--- src/rtl/cpld_uart_responder_pkg.sv ---
// Shared types and helpers for the CPLD-style parallel UART responder.
// Imported by cpld_uart_responder and cpld_uart_rx.
package uart_pkg;

    localparam int DATA_BITS = 8;

    typedef enum logic [1:0] {
        TX_IDLE  = 2'd0,
        TX_START = 2'd1,
        TX_DATA  = 2'd2,
        TX_STOP  = 2'd3
    } tx_state_t;

    typedef enum logic [1:0] {
        RX_IDLE  = 2'd0,
        RX_START = 2'd1,
        RX_DATA  = 2'd2,
        RX_STOP  = 2'd3
    } rx_state_t;

    // Offset from the start-bit edge to the middle of the start bit.
    function automatic int half_bit(input int clks_per_bit);
        return clks_per_bit / 2;
    endfunction

endpackage

--- src/rtl/cpld_uart_responder_if.sv ---
// Parallel strobe/status bus between the memory/IO controller (master)
// and the UART responder (slave).
interface cpld_uart_responder_if;
    logic       uart_rdn;
    logic       uart_wrn;
    logic [7:0] data_in;
    logic [7:0] data_out;
    logic       data_oe;
    logic       uart_dataready;
    logic       uart_tbre;
    logic       uart_tsre;

    modport master (
        output uart_rdn, uart_wrn, data_in,
        input  data_out, data_oe, uart_dataready, uart_tbre, uart_tsre
    );

    modport slave (
        input  uart_rdn, uart_wrn, data_in,
        output data_out, data_oe, uart_dataready, uart_tbre, uart_tsre
    );
endinterface

--- src/rtl/cpld_uart_rx.sv ---
// Serial receiver: 2-flop synchroniser plus 8N1 deserialiser, LSB first.
// Emits a one-cycle byte_valid pulse with rx_byte for each good frame.
module cpld_uart_rx
    import uart_pkg::*;
#(
    parameter int CLKS_PER_BIT = 434
) (
    input  logic                 clk,
    input  logic                 rst,
    input  logic                 line,
    output logic [DATA_BITS-1:0] rx_byte,
    output logic                 byte_valid
);
    localparam int CNT_W = $clog2(CLKS_PER_BIT);
    localparam logic [CNT_W-1:0] FULL_M1  = CNT_W'(CLKS_PER_BIT - 1);
    localparam logic [CNT_W-1:0] HALF_M1  = CNT_W'(half_bit(CLKS_PER_BIT) - 1);
    localparam logic [2:0]       LAST_BIT = 3'(DATA_BITS - 1);

    logic                 sync1, sync2, sync3;
    rx_state_t            state;
    logic [CNT_W-1:0]     cnt;
    logic [2:0]           rx_bit;
    logic [DATA_BITS-1:0] shreg;
    logic                 ferr;

    always_ff @(posedge clk or posedge rst) begin
        if (rst) begin
            sync1      <= 1'b1;
            sync2      <= 1'b1;
            sync3      <= 1'b1;
            state      <= RX_IDLE;
            cnt        <= '0;
            rx_bit     <= '0;
            shreg      <= '0;
            rx_byte    <= '0;
            byte_valid <= 1'b0;
            ferr       <= 1'b0;
        end else begin
            sync1      <= line;
            sync2      <= sync1;
            sync3      <= sync2;
            byte_valid <= 1'b0;
            case (state)
                RX_IDLE: begin
                    if (!sync2 && sync3) begin
                        state <= RX_START;
                        cnt   <= '0;
                    end
                end
                RX_START: begin
                    if (cnt == HALF_M1) begin
                        cnt <= '0;
                        // Line back high at mid start bit: treat as a glitch.
                        if (sync2) begin
                            state <= RX_IDLE;
                        end else begin
                            state  <= RX_DATA;
                            rx_bit <= '0;
                        end
                    end else begin
                        cnt <= cnt + 1'b1;
                    end
                end
                RX_DATA: begin
                    if (cnt == FULL_M1) begin
                        cnt   <= '0;
                        shreg <= {sync2, shreg[DATA_BITS-1:1]};
                        if (rx_bit == LAST_BIT) begin
                            state <= RX_STOP;
                        end else begin
                            rx_bit <= rx_bit + 1'b1;
                        end
                    end else begin
                        cnt <= cnt + 1'b1;
                    end
                end
                RX_STOP: begin
                    if (ferr) begin
                        // Framing error: hold here until the line returns high.
                        if (sync2) begin
                            ferr  <= 1'b0;
                            state <= RX_IDLE;
                        end
                    end else if (cnt == FULL_M1) begin
                        cnt <= '0;
                        if (sync2) begin
                            rx_byte    <= shreg;
                            byte_valid <= 1'b1;
                            state      <= RX_IDLE;
                        end else begin
                            ferr <= 1'b1;
                        end
                    end else begin
                        cnt <= cnt + 1'b1;
                    end
                end
                default: state <= RX_IDLE;
            endcase
        end
    end
endmodule

--- src/rtl/cpld_uart_responder.sv ---
// Device side of the CPLD-style parallel UART port: bus strobes, status flags,
// TX serialiser and RX buffer. Define UART_LOOPBACK_EN to feed txd back into RX.
module cpld_uart_responder
    import uart_pkg::*;
#(
    parameter int CLKS_PER_BIT = 434
) (
    input  logic                 clk,
    input  logic                 rst,
    cpld_uart_responder_if.slave bus,
    output logic                 txd,
    input  logic                 rxd
);
    localparam int CNT_W = $clog2(CLKS_PER_BIT);
    localparam logic [CNT_W-1:0] FULL_M1  = CNT_W'(CLKS_PER_BIT - 1);
    localparam logic [2:0]       LAST_BIT = 3'(DATA_BITS - 1);

    logic rdn_q, rdn_prev, wrn_q, wrn_prev;
    logic [7:0] data_out_reg, rx_buf, wr_data, tx_hold;
    logic data_oe_reg, dataready_reg, tbre_reg, tsre_reg, txd_reg;
    tx_state_t            tx_state;
    logic [CNT_W-1:0]     tx_cnt;
    logic [2:0]           tx_bit;
    logic [DATA_BITS-1:0] tx_shift;
    logic                 rx_line, rx_valid;
    logic [7:0]           rx_byte;

`ifdef UART_LOOPBACK_EN
    assign rx_line = txd_reg;
`else
    assign rx_line = rxd;
`endif

    cpld_uart_rx #(.CLKS_PER_BIT(CLKS_PER_BIT)) u_rx (
        .clk        (clk),
        .rst        (rst),
        .line       (rx_line),
        .rx_byte    (rx_byte),
        .byte_valid (rx_valid)
    );

    // Read side and receive buffer.
    always_ff @(posedge clk or posedge rst) begin
        if (rst) begin
            rdn_q         <= 1'b1;
            rdn_prev      <= 1'b1;
            data_oe_reg   <= 1'b0;
            data_out_reg  <= '0;
            rx_buf        <= '0;
            dataready_reg <= 1'b0;
        end else begin
            rdn_q       <= bus.uart_rdn;
            rdn_prev    <= rdn_q;
            data_oe_reg <= ~rdn_q;
            if (!rdn_q) data_out_reg <= rx_buf;
            // A new byte wins over a read that starts in the same cycle.
            if (rx_valid) begin
                rx_buf        <= rx_byte;
                dataready_reg <= 1'b1;
            end else if (!rdn_q && rdn_prev) begin
                dataready_reg <= 1'b0;
            end
        end
    end

    // Write side and transmitter share tbre, so they live in one block.
    always_ff @(posedge clk or posedge rst) begin
        if (rst) begin
            wrn_q    <= 1'b1;
            wrn_prev <= 1'b1;
            wr_data  <= '0;
            tx_hold  <= '0;
            tbre_reg <= 1'b1;
            tsre_reg <= 1'b1;
            txd_reg  <= 1'b1;
            tx_state <= TX_IDLE;
            tx_cnt   <= '0;
            tx_bit   <= '0;
            tx_shift <= '0;
        end else begin
            wrn_q    <= bus.uart_wrn;
            wrn_prev <= wrn_q;
            if (!bus.uart_wrn) wr_data <= bus.data_in;
            if (wrn_q && !wrn_prev && tbre_reg) begin
                tx_hold  <= wr_data;
                tbre_reg <= 1'b0;
            end
            case (tx_state)
                TX_IDLE: begin
                    txd_reg <= 1'b1;
                    if (!tbre_reg) begin
                        tx_shift <= tx_hold;
                        tbre_reg <= 1'b1;
                        tsre_reg <= 1'b0;
                        txd_reg  <= 1'b0;
                        tx_cnt   <= '0;
                        tx_state <= TX_START;
                    end
                end
                TX_START: begin
                    if (tx_cnt == FULL_M1) begin
                        tx_cnt   <= '0;
                        tx_bit   <= '0;
                        txd_reg  <= tx_shift[0];
                        tx_shift <= tx_shift >> 1;
                        tx_state <= TX_DATA;
                    end else begin
                        tx_cnt <= tx_cnt + 1'b1;
                    end
                end
                TX_DATA: begin
                    if (tx_cnt == FULL_M1) begin
                        tx_cnt <= '0;
                        if (tx_bit == LAST_BIT) begin
                            txd_reg  <= 1'b1;
                            tx_state <= TX_STOP;
                        end else begin
                            tx_bit   <= tx_bit + 1'b1;
                            txd_reg  <= tx_shift[0];
                            tx_shift <= tx_shift >> 1;
                        end
                    end else begin
                        tx_cnt <= tx_cnt + 1'b1;
                    end
                end
                TX_STOP: begin
                    if (tx_cnt == FULL_M1) begin
                        tx_cnt <= '0;
                        if (!tbre_reg) begin
                            tx_shift <= tx_hold;
                            tbre_reg <= 1'b1;
                            txd_reg  <= 1'b0;
                            tx_state <= TX_START;
                        end else begin
                            tsre_reg <= 1'b1;
                            tx_state <= TX_IDLE;
                        end
                    end else begin
                        tx_cnt <= tx_cnt + 1'b1;
                    end
                end
                default: tx_state <= TX_IDLE;
            endcase
        end
    end

    assign bus.data_out       = data_out_reg;
    assign bus.data_oe        = data_oe_reg;
    assign bus.uart_dataready = dataready_reg;
    assign bus.uart_tbre      = tbre_reg;
    assign bus.uart_tsre      = tsre_reg;
    assign txd                = txd_reg;
endmodule

--- src/flat_wrapper.sv ---
// flat-port wrapper written by rule: the top's interface ports become plain ports
module cpld_uart_responder_flat import uart_pkg::*;
#(
    parameter int CLKS_PER_BIT = 434
)
  (clk, rst, txd, rxd, bus_uart_rdn, bus_uart_wrn, bus_data_in, bus_data_out, bus_data_oe, bus_uart_dataready, bus_uart_tbre, bus_uart_tsre);
  cpld_uart_responder_if bus_i ();
  input  logic clk;
  input  logic rst;
  output logic txd;
  input  logic rxd;
  input wire logic [$bits(bus_i.uart_rdn)-1:0] bus_uart_rdn;
  input wire logic [$bits(bus_i.uart_wrn)-1:0] bus_uart_wrn;
  input wire logic [$bits(bus_i.data_in)-1:0] bus_data_in;
  output wire logic [$bits(bus_i.data_out)-1:0] bus_data_out;
  output wire logic [$bits(bus_i.data_oe)-1:0] bus_data_oe;
  output wire logic [$bits(bus_i.uart_dataready)-1:0] bus_uart_dataready;
  output wire logic [$bits(bus_i.uart_tbre)-1:0] bus_uart_tbre;
  output wire logic [$bits(bus_i.uart_tsre)-1:0] bus_uart_tsre;
  assign bus_i.uart_rdn = bus_uart_rdn;
  assign bus_i.uart_wrn = bus_uart_wrn;
  assign bus_i.data_in = bus_data_in;
  assign bus_data_out = bus_i.data_out;
  assign bus_data_oe = bus_i.data_oe;
  assign bus_uart_dataready = bus_i.uart_dataready;
  assign bus_uart_tbre = bus_i.uart_tbre;
  assign bus_uart_tsre = bus_i.uart_tsre;
  cpld_uart_responder #(.CLKS_PER_BIT(CLKS_PER_BIT)) u_core (.clk(clk), .rst(rst), .bus(bus_i), .txd(txd), .rxd(rxd));
endmodule
--- config.mk ---
export PLATFORM = sky130hd
export DESIGN_NAME = cpld_uart_responder_flat
export DESIGN_NICKNAME = d
export VERILOG_FILES = /design/src/rtl/cpld_uart_responder_pkg.sv /design/src/rtl/cpld_uart_responder_if.sv /design/src/rtl/cpld_uart_rx.sv /design/src/rtl/cpld_uart_responder.sv /design/src/flat_wrapper.sv
export SDC_FILE = /design/constraint.sdc
export NUM_CORES = 1
export LEC_CHECK = 0
export CORE_UTILIZATION = 68
export CTS_CLUSTER_SIZE = 12
export DETAILED_ROUTE_END_ITERATION = 7
export DONT_BUFFER_PORTS = 1
export HOLD_SLACK_MARGIN = 0.08
export PLACE_DENSITY_LB_ADDON = 0.3
export SETUP_SLACK_MARGIN = 0.15
export SYNTH_ARGS = -nofsm -noshare
export SYNTH_HDL_FRONTEND = slang
export SYNTH_SLANG_ARGS = --single-unit
--- constraint.sdc ---
create_clock -name clk -period 6.9 [get_ports clk]
set_input_delay 1.035 -clock clk [delete_from_list [all_inputs] [get_ports clk]]
set_output_delay 1.035 -clock clk [all_outputs]
set_load 0.05 [all_outputs]
==> flow_metrics.env <==
export IMPL_status="finished clean"
export IMPL_p_comb_frac=0.120
export IMPL_critPathCaptureType="flop"
export IMPL_ir_drop_mv=0.2662
export IMPL_hold_viol_final=0
export IMPL_final_setup_tns_ns=0
export IMPL_p_int_uw=836.6
export IMPL_grt_pass1_vias=2747
export IMPL_io_pins=26
export IMPL_synth_edf_count=0
export IMPL_slew_violations=0
export IMPL_setup_ws_ns=4.650
export IMPL_hold_class="flop to flop"
export IMPL_vias=2671
export IMPL_io_buffers=0
export IMPL_grt_max_degree=72
export IMPL_area_delta_synth_final_pct=5.297
export IMPL_cp_max_fo=11
export IMPL_netlist_area_mm2=0.004464
export IMPL_cts_sinks=98
export IMPL_cts_root_buf="clkbuf_8"
export IMPL_rows=29
export IMPL_synth_area_leader_cell="dfrtp_1"
export IMPL_syn_inst=358
export IMPL_arrival_ns=2.50
export IMPL_drt_pass1_iterations=4
export IMPL_fin_crit_sh=0.3261
export IMPL_antenna_cells=0
export IMPL_fmax_mhz=444.4
export IMPL_worst_slew_pin_slew_ns=1.120
export IMPL_gp_congestion=0.8145
export IMPL_netSwitchingFraction=0.2951
export IMPL_postCtsSetupRepairBufs=0
export IMPL_num_fill_cells=416
export IMPL_yosys_warnings=0
export IMPL_die_area_mm2=0.006893
export IMPL_pwr_share_clk=0.299
export IMPL_setup_viol=0
export IMPL_clk_latency_ns=0.37
export IMPL_post_drt_wl_per_cell_um=16.68
export IMPL_switchingPower_uw=350.2
export IMPL_fin_crit_ns=2.250
export IMPL_yosys_area_share_xor_xnor=0.01570
export IMPL_wirelength_um=7341
export IMPL_synth_flop_cell="dfrtp_1"
export IMPL_die_w_um=83.03
export IMPL_synth_area_mux_share=0.1684
export IMPL_core_area_mm2=0.006350
export IMPL_drc=0
export IMPL_synth_simple_gate_area_frac=0.1006
export IMPL_drt_first_iter_violations=112
export IMPL_post_dp_hpwl_um=5099
export IMPL_final_antenna_net_count=0
export IMPL_synth_nets=385
export IMPL_yosys_cell_types_count=53
export IMPL_skew_ns=0.01242
export IMPL_synth_compound_area_frac=0.09529
export IMPL_critPathRequiredTime_ns=7.15
export IMPL_critPathLaunchType="flop"
export IMPL_leakage_nw=2.179
export IMPL_ys_seq_area_frac=0.5521
export IMPL_cts_max_level=3
export IMPL_synth_adder_area_share=0.03924
export IMPL_power_density_mw_per_mm2=252.5
export IMPL_synth_top_family_by_area="multiplexers"
export IMPL_antenna_found_initial=0
export IMPL_crit_type="flop to flop"
export IMPL_seqPwrFrac=0.581
export IMPL_grt_setup_unrepaired="false"
export IMPL_relSlewSlack=0.2469
export IMPL_maxCapViolCount=0
export IMPL_cts_hold_repair_buffers=0
export IMPL_syn_area_per_cell_um2=12.47
export IMPL_gr_total_overflow=0
export IMPL_reg_top3="u_core.tx_cnt: 9 flops, u_core.u_rx.cnt: 9 flops"
export IMPL_ys_seq_elements=98
export IMPL_clk_transition_reported_paths_ns=0.10
export IMPL_grt_pass1_wl_um=12850
export IMPL_synthArstFlopShare=1.000
export IMPL_synth_area_leaders="dfrtp_1 (49%), mux2_2 (16%), dfstp_2 (5.9%)"
export IMPL_grtUsageTotal=0.2355
export IMPL_drive_gt1_frac=0.2810
export IMPL_cts_made_buffers=9
export IMPL_cts_tree="yes"
export IMPL_pre_cts_slack_ns=4.669
export IMPL_die_h_um=83.03
export IMPL_cts_path_max_buffers=2
export IMPL_cts_resized=0
export IMPL_synth_top_area_frac=0.4933
export IMPL_layout_nets=385
export IMPL_avgViaCountPerCell=6.070
export IMPL_start_util=0.7031
-- power groups by stage --
stage,Combinational (mW),Sequential [mW],Clock (mW)
after global routing,0.164,0.699,0.385
after CTS,0.145,0.689,0.366
final,0.143,0.689,0.355
after global placement,0.136,0.697,0
after floorplan,0.128,0.676,0
after detailed placement,0.144,0.700,0
-- placed cells by master, fill, tap and decap left out, drive strengths merged, types with 2 or more instances in the layout --
cell and instances:
o21a 3, a21o 2, o31ai 2, and3 2, o22ai 2, nor2b 4
a22o 3, a31oi 3, o211ai 4, nand3 7, and4b 2, clkinvlp 3
dfrtp 88, mux2 65, nand3b 4, o21ai 20, a21boi 2, nand4 3
xor2 4, ha 14, nor3 6, nor3b 2, inv 20, nor2 13
dfstp 10, a221oi 2, mux2i 2, clkbuf 9, and2 3, and4bb 2
nand2 28, xnor2 4, a21oi 8
-- kinds of logic (layout without fill, tap and decap cells) --
logic type,count (synthesis),after routing
AO/OA/AOI/OAI,59,59
XOR/XNOR,8,8
multiplexers,67,67
AND/OR/NAND/NOR,83,83
flip-flops,98,98
adder cells (fa/ha/maj),14,14
buffers and inverters,29,34
-- path summary, 6_finish.rpt --
check                      slack, ns                    end  cells after the start                from
max in group asynchronous       5.26  u_core.u_rx.rx_bit[0]                      2                 rst
setup reg to reg                4.65     u_core.tx_shift[1]                      5  u_core.tx_state[0]
min in group asynchronous       0.50     u_core.u_rx.cnt[1]                      1                 rst
hold reg to reg                 0.36      u_core.u_rx.sync2                      0   u_core.u_rx.sync1
hold / removal                  0.36      u_core.u_rx.sync2                      0   u_core.u_rx.sync1
setup / recovery                4.65     u_core.tx_shift[1]                      5  u_core.tx_state[0]
-- cells in the mapped netlist, drive strengths merged (2+ instances only) --
master and number:
o21a 3, nand3 7, dfstp 10, nor3 6, a31oi 3, nand2 28, clkbuf 7, and3 2
nand3b 4, inv 17, nand4 3, a21oi 8, and4b 2, nor2 13, a21boi 2, ha 14
o31ai 2, xor2 4, and4bb 2, o211ai 4, mux2 65, o21ai 20, buf 5, a21o 2
xnor2 4, mux2i 2, dfrtp 88, a22o 3, and2 3, nor3b 2, nor2b 4, o22ai 2
a221oi 2
-- worst max-delay path, stage by stage (launching register included) --
cell and delay [ns]:
dfrtp_1 0.43, inv_1 0.11, ha_1 0.53, inv_1 0.16, a221oi_4 0.52, mux2_2 0.39
-- per-stage QoR --
| stage | power (mW) | hold WS [ns] | std cells | instance area (um2) | utilization |
|---|---|---|---|---|---|
| 3_5_place_dp | 0.8441 | 0.3481 | 424 | 4507 | 0.7098 |
| 2_1_floorplan | 0.8033 | 0.3452 | 358 | 4464 | - |
| 4_1_cts | 1.199 | 0.3672 | 440 | 4701 | 0.7403 |
| 5_1_grt | 1.248 | 0.3681 | 440 | 4701 | 0.7403 |
| 3_3_place_gp | 0.8329 | 0.3523 | 424 | 4507 | 0.7098 |
| 6_report | 1.187 | 0.3646 | 440 | 4701 | 0.7403 |
-- metal layers --
metal	vias to the layer above	wire length [um]	track usage
met5	-	0	0
met4	0	80	0.06270
met3	6	154	0.06262
met2	30	3776	0.3964
met1	1360	3329	0.3043
li1	1275	-	-
-- area by class of cell --
| cell class | count | area (um2) | share of cell area |
|---|---|---|---|
| tap | 77 | 96.34 | 0.02050 |
| sequential | 98 | 2465 | 0.5244 |
| inverter | 17 | 66.31 | 0.01411 |
| clock inverter | 7 | 70.07 | 0.01491 |
| clock buffer | 9 | 123.9 | 0.02635 |
| multi-input combinational | 231 | 1872 | 0.3982 |
| timing repair buffer | 1 | 7.507 | 0.001597 |
Note: power is estimated with default switching activity, not from simulation.
==> variant 1 (same flow settings) <==
Register the input `rxd` before use, cleared by the reset. The logic sees it one clock later. The other inputs are not delayed to match.
--- a/src/rtl/cpld_uart_responder.sv
+++ b/src/rtl/cpld_uart_responder.sv
@@ -17,2 +17,12 @@
 
+    logic rxd_q;
+
+    always_ff @(posedge clk or posedge rst) begin
+        if (rst) begin
+            rxd_q <= '0;
+        end else begin
+            rxd_q <= rxd;
+        end
+    end
+
     logic rdn_q, rdn_prev, wrn_q, wrn_prev;
@@ -30,3 +40,3 @@
 `else
-    assign rx_line = rxd;
+    assign rx_line = rxd_q;
 `endif
Function: same outputs for any inputs over 10 cycles, from zero or initial values and one cycle with rst high; that may be too few to reach the edited logic, so the function may still have changed.
==> variant 1 against the original RTL <==
Worst setup slack better by 130 ps; wire length is 4.0% lower; die area is 0.93% lower; sequential share of layout area is 0.80 points higher; area after synthesis is 0.95% lower; non-clock buffer count stayed put; sequential cell count is 1 higher; power is 3.9% lower; cell area is 0.51% lower; critical path type is now reg -> out; highest routed layer unchanged.
==> variant 1: results (changes against the original RTL) <==
- The worst clock skew on the final layout is 13.9 ps (+1.53 ps).
- The average cell area after synthesis is 12.2 sq um (-2.3%).
- The top fanout value on the critical path is 4 (-7).
- The pre-CTS setup slack is 4800 ps (+126 ps).
- The via count normalized by instance count is 5.90 (-2.8%).
- The endpoint of the worst-slack reg-to-reg timing path is u_core.u_rx.rx_byte[7].
- The arrival time at the worst endpoint is 1090 ps (-1410 ps).
- The leakage dissipation is 2.26 nW (+3.8%).
- The cell area after placement was 4480 sq um (-0.50%).
- The number of nets in the layout is 392 (+1.8%).
- The worst-case headroom to the max-slew limit is 44.7% (+20 points).
- The post-route clock period utilization was 30.7% (-1.9 points).
- The worst ir drop on vdd is 0.189 mV (-29%).
- The global router's overall resource usage is 22.7% (-0.90 points).
- The initial DRC count is 116 (+3.6%).
- Ranked by total cell area, the synthesized netlist is headed by sky130_fd_sc_hd__dfrtp_1 (50%), sky130_fd_sc_hd__mux2_2 (13%), sky130_fd_sc_hd__dfstp_2 (5.9%), sky130_fd_sc_hd__ha_1 (4.0%), sky130_fd_sc_hd__o21ai_0 (2.5%).
- The pin count of the biggest net entering global routing came to 58 (-19%).
- The startpoint identified for the worst register-to-register timing path is u_core.u_rx.cnt[1].
- The half-perimeter wire length of the detailed placement result is 4900 um (-3.8%).
- The sink of the worst hold path is u_core.u_rx.sync1.
- The number of different library cells in the post-synthesis netlist is 48 (-9.4%).
- The run finished with clean final reports.
- The worst hold path begins at u_core.rx_line.
- In this run the worst setup path begins at u_core.bus.uart_tbre.
- The via count of the first global-routing pass is 2464 (-10%).
- The wire length of the first global-routing pass was 11400 um (-11%).
- The weighted congestion reported at the end of routability-driven placement came to 0.850 (+4.3%).
- The total setup buffers inserted after CTS came to 0 (unchanged).
- The clock transition at the register clock pins on the worst setup and hold paths after CTS is 100 ps (about the same).
- By count the netlist is led by sky130_fd_sc_hd__dfrtp_1 (89), sky130_fd_sc_hd__mux2_2 (50), sky130_fd_sc_hd__nor2_1 (27).
- The sequential fraction of the synthesis area came to 56.3% (+1.1 points).
- The length in cells of the worst reg-to-reg path was 6 (+1).
- The proportion of layout cells with a drive suffix above 1 is 23.2% (-4.9 points).
- The final routed wirelength across all metal layers is 7040 um (-4.0%).
- The count of placed standard cells including taps is 431 (+1.7%).
## variant 1: changes by cell type after synthesis, sizes merged, moves of 4 or more
cell / change
mux2: -15
nor2: +15
mux2i: +7
nand2: -6
a21oi: +5
nand2b: +4
o211ai: -4
## variant 1: metal layers
metal,track usage [%],routed length [um],vias to the layer above
met4,7.41,96,0
met3,6.37,188,6
met1,30.1,3310,1317
met5,0,0,-
met2,36.1,3450,26
li1,-,-,1288
## variant 1: through the flow
stage / hold WS (ps) / total power, mW
floorplan: 333 / 0.772
global placement: 346 / 0.792
detailed placement: 353 / 0.802
CTS: 371 / 1.15
global route: 378 / 1.20
finish: 364 / 1.14
## variant 1: cell families (layout without fill, tap and decap cells)
kind of cell	after synthesis	after routing	synth area share [%]
compound gates	66	66	9.51
xor+xnor	7	7	1.39
fa+ha+maj	14	14	3.96
buf+inv	27	34	2.43
flops	99	99	56.3
mux	59	59	14.8
simple gates	91	91	11.6
## variant 1: layout make-up
cell class	count	area [sq um]
sequential	99	2490
fill	399	1640
multi-input combinational	237	1820
clock inverter	6	55.1
tap	77	96.3
inverter	17	66.3
timing repair buffer	1	7.51
clock buffer	10	138
## variant 1: worst max path at each step
stage,end,depth (start not counted)
after global placement,u_core.tx_cnt[4],2
after CTS,bus_uart_tbre,0
after detailed placement,u_core.tx_cnt[4],2
after global routing,u_core.u_rx.cnt[8],7
final,bus_uart_tbre,0
after floorplan,async pin,1
## variant 1: power breakdown
part / leakage [nW] / switching, mW / internal, mW / total, mW
combinational: 0.888 / 0.0549 / 0.0594 / 0.114
clock: 0.0929 / 0.203 / 0.148 / 0.351
sequential: 1.28 / 0.0454 / 0.630 / 0.675
total: 2.26 / 0.304 / 0.837 / 1.14
==> variant 2 (config.mk and constraints unchanged) <==
Without the edit above. `CLKS_PER_BIT` is set to 434 in 3 places; all go to 217.
--- a/src/rtl/cpld_uart_rx.sv
+++ b/src/rtl/cpld_uart_rx.sv
@@ -5,3 +5,3 @@
 #(
-    parameter int CLKS_PER_BIT = 434
+    parameter int CLKS_PER_BIT = 217
 ) (
--- a/src/rtl/cpld_uart_responder.sv
+++ b/src/rtl/cpld_uart_responder.sv
@@ -5,3 +5,3 @@
 #(
-    parameter int CLKS_PER_BIT = 434
+    parameter int CLKS_PER_BIT = 217
 ) (
--- a/src/flat_wrapper.sv
+++ b/src/flat_wrapper.sv
@@ -3,3 +3,3 @@
 #(
-    parameter int CLKS_PER_BIT = 434
+    parameter int CLKS_PER_BIT = 217
 )
Formal check against the unedited RTL: same outputs for any inputs over 10 cycles, from zero or initial values and one cycle with rst high; that may be too few to reach the edited logic, so the function may still have changed.
==> variant 2 against the original RTL <==
Power decreased by 5.0%; global-route usage rose by 0.56 points; area after synthesis down 2.4%; via count decreased by 3.9%; sequential cell count decreased by 2; cell area is 2.6% lower; sequential share of layout area increased by 0.33 points; wire length is 0.48% lower; worst setup slack got worse by 19 ps; die area down 2.4%; synthesized cell count down 3.9%; largest cell class unchanged; largest power group unchanged.
==> variant 2: results (changes against the original RTL) <==
- The proportion of synthesized area in mux cells is 18.0% (+1.2 points).
- The number of gates given a new drive strength after cts was 0 (unchanged).
- The worst ir drop on vdd is 0.209 mV (-21%).
- The pin count of the biggest net entering global routing was 50 (-31%).
- The total of fill cells in the finished design is 370 (-11%).
- The wire length of the first global-routing pass is 11800 um (-8.4%).
- The largest buffer count on any clock path is 2 (unchanged).
- The final critical-path setup slack came to 4630 ps (-19.4 ps).
- The number of nets in the synthesized netlist is 370 (-3.9%).
- The adder and majority cell fraction of the synthesized area is 3.73% (-0.19 points).
- The number of warnings issued by yosys is 0 (unchanged).
- The number of antenna violations at the first check in global routing is 0 (unchanged).
- The via count of the first global-routing pass is 2545 (-7.4%).
- The worst-case headroom to the max-slew limit is 46.1% (+21 points).
- The sequential fraction of the synthesis area is 55.4% (+0.21 points).
- The worst clock skew on the final layout was 14.7 ps (+2.24 ps).
- The synthesized-area fraction occupied by ao, oa, aoi and oai cells was 9.33% (-0.20 points).
- The weighted congestion reported at the end of routability-driven placement is 0.846 (+3.9%).
- The number of different library cells in the post-synthesis netlist is 56 (+5.7%).
- The leakage dissipation is 2.16 nW (-0.93%).
- The global router's overall resource usage is 24.1% (+0.56 points).
- Among all stages on the critical path, the largest delay is contributed by sky130_fd_sc_hd__ha_1.
- The total number of vias is 2567 (-3.9%).
- The diode insertion count for antenna repair came to 0 (unchanged).
- The source-to-sink clock delay at the later pin of the worst-skew pair was 370 ps (about the same).
- The top fanout value on the critical path came to 11 (unchanged).
- The endpoint identified for the worst register-to-register timing path is u_core.tx_shift[1].
- The detail-routed net length per standard cell is 17.3 um (+3.8%).
- The worst hold path class is reg -> reg.
- The number of buffers inserted by port buffering was 0 (unchanged).
- The clock transition at the register clock pins on the worst setup and hold paths after CTS is 100 ps (about the same).
- The arrival time at the worst endpoint is 2530 ps (+30 ps).
- The half-perimeter wire length of the detailed placement result is 4960 um (-2.6%).
- By area the synthesized netlist is led by sky130_fd_sc_hd__dfrtp_1 (49%), sky130_fd_sc_hd__mux2_2 (17%), sky130_fd_sc_hd__dfstp_2 (6.0%), sky130_fd_sc_hd__ha_1 (3.7%), sky130_fd_sc_hd__o21ai_0 (1.8%).
- The count of final setup violators is 0 (unchanged).
- The category of the most critical setup path is reg -> reg.
- The run finished with clean final reports.
- The total CTS buffers was 9 (unchanged).
- The initial DRC count is 122 (+8.9%).
- The proportion of layout cells with a drive suffix above 1 came to 30.3% (+2.2 points).
- The xor-xnor portion of the synthesized cell area is 1.21% (-0.36 points).
- The pre-CTS setup slack is 4650 ps (-18.8 ps).
- The length in cells of the worst reg-to-reg path is 5 (unchanged).
- After synthesis, the most frequently instantiated cells are sky130_fd_sc_hd__dfrtp_1 (86), sky130_fd_sc_hd__mux2_2 (67), sky130_fd_sc_hd__nand2_1 (21).
- The peak per-stage delay on the critical path is 550 ps (+20 ps).
variant 2: cell count changes in the layout (fill, tap and decap cells not counted), sizes merged, moves of 3 or more:
cell	before	now
nand2	28	22
and3	2	6
inv	20	16
a211oi	1	4
a31oi	3	6
clkinv	1	4
nor3	6	3
o21ai	20	17
xnor2	4	1
variant 2: per-stage QoR:
stage	cells	power (mW)	util, %	instance area (sq um)
floorplan	344	0.756	-	4360
global placement	406	0.779	72.4	4390
detailed placement	406	0.789	72.4	4390
CTS	422	1.13	75.5	4580
global route	422	1.18	75.5	4580
finish	422	1.13	75.5	4580
variant 2: layout make-up:
cell class                      instances  area [sq um]  area share (%)
Clock inverter                          7          63.8            1.39
Tap cell                               75          93.8            2.05
Sequential cell                        96          2410            52.8
Inverter                               14          53.8            1.18
Multi-Input combinational cell        220          1820            39.7
Timing Repair Buffer                    1          7.51           0.164
Clock buffer                            9           124            2.71
variant 2: report_power, final:
group / switching, mW / total (mW) / internal, mW
registers: 0.0556 / 0.672 / 0.616
clock network: 0.210 / 0.348 / 0.138
logic: 0.0539 / 0.108 / 0.0540
total: 0.320 / 1.13 / 0.808
variant 2: worst min-delay path by stage:
stage	startpoint	end	slack (ps)	depth (start not counted)
3_3_place_gp	u_core.u_rx.sync1	u_core.u_rx.sync2	350	0
3_5_place_dp	u_core.u_rx.sync1	u_core.u_rx.sync2	350	0
4_1_cts	u_core.u_rx.sync1	u_core.u_rx.sync2	360	0
2_1_floorplan	u_core.u_rx.sync1	u_core.u_rx.sync2	350	0
5_1_grt	u_core.u_rx.sync1	u_core.u_rx.sync2	370	0
6_report	u_core.u_rx.sync1	u_core.u_rx.sync2	360	0
variant 2: routing by layer:
layer  routed length, um  up-vias  track usage [%]
met1                3210     1281             30.4
met4                 196        0             12.6
met3                 211       13             3.78
li1                    -     1230                -
met5                   0        -                0
met2                3690       43             40.2
variant 2: kinds of logic after synthesis:
group | Yosys count
compound gates | 57
flops | 96
simple gates | 74
buf+inv | 28
mux | 70
fa+ha+maj | 13
xor+xnor | 6
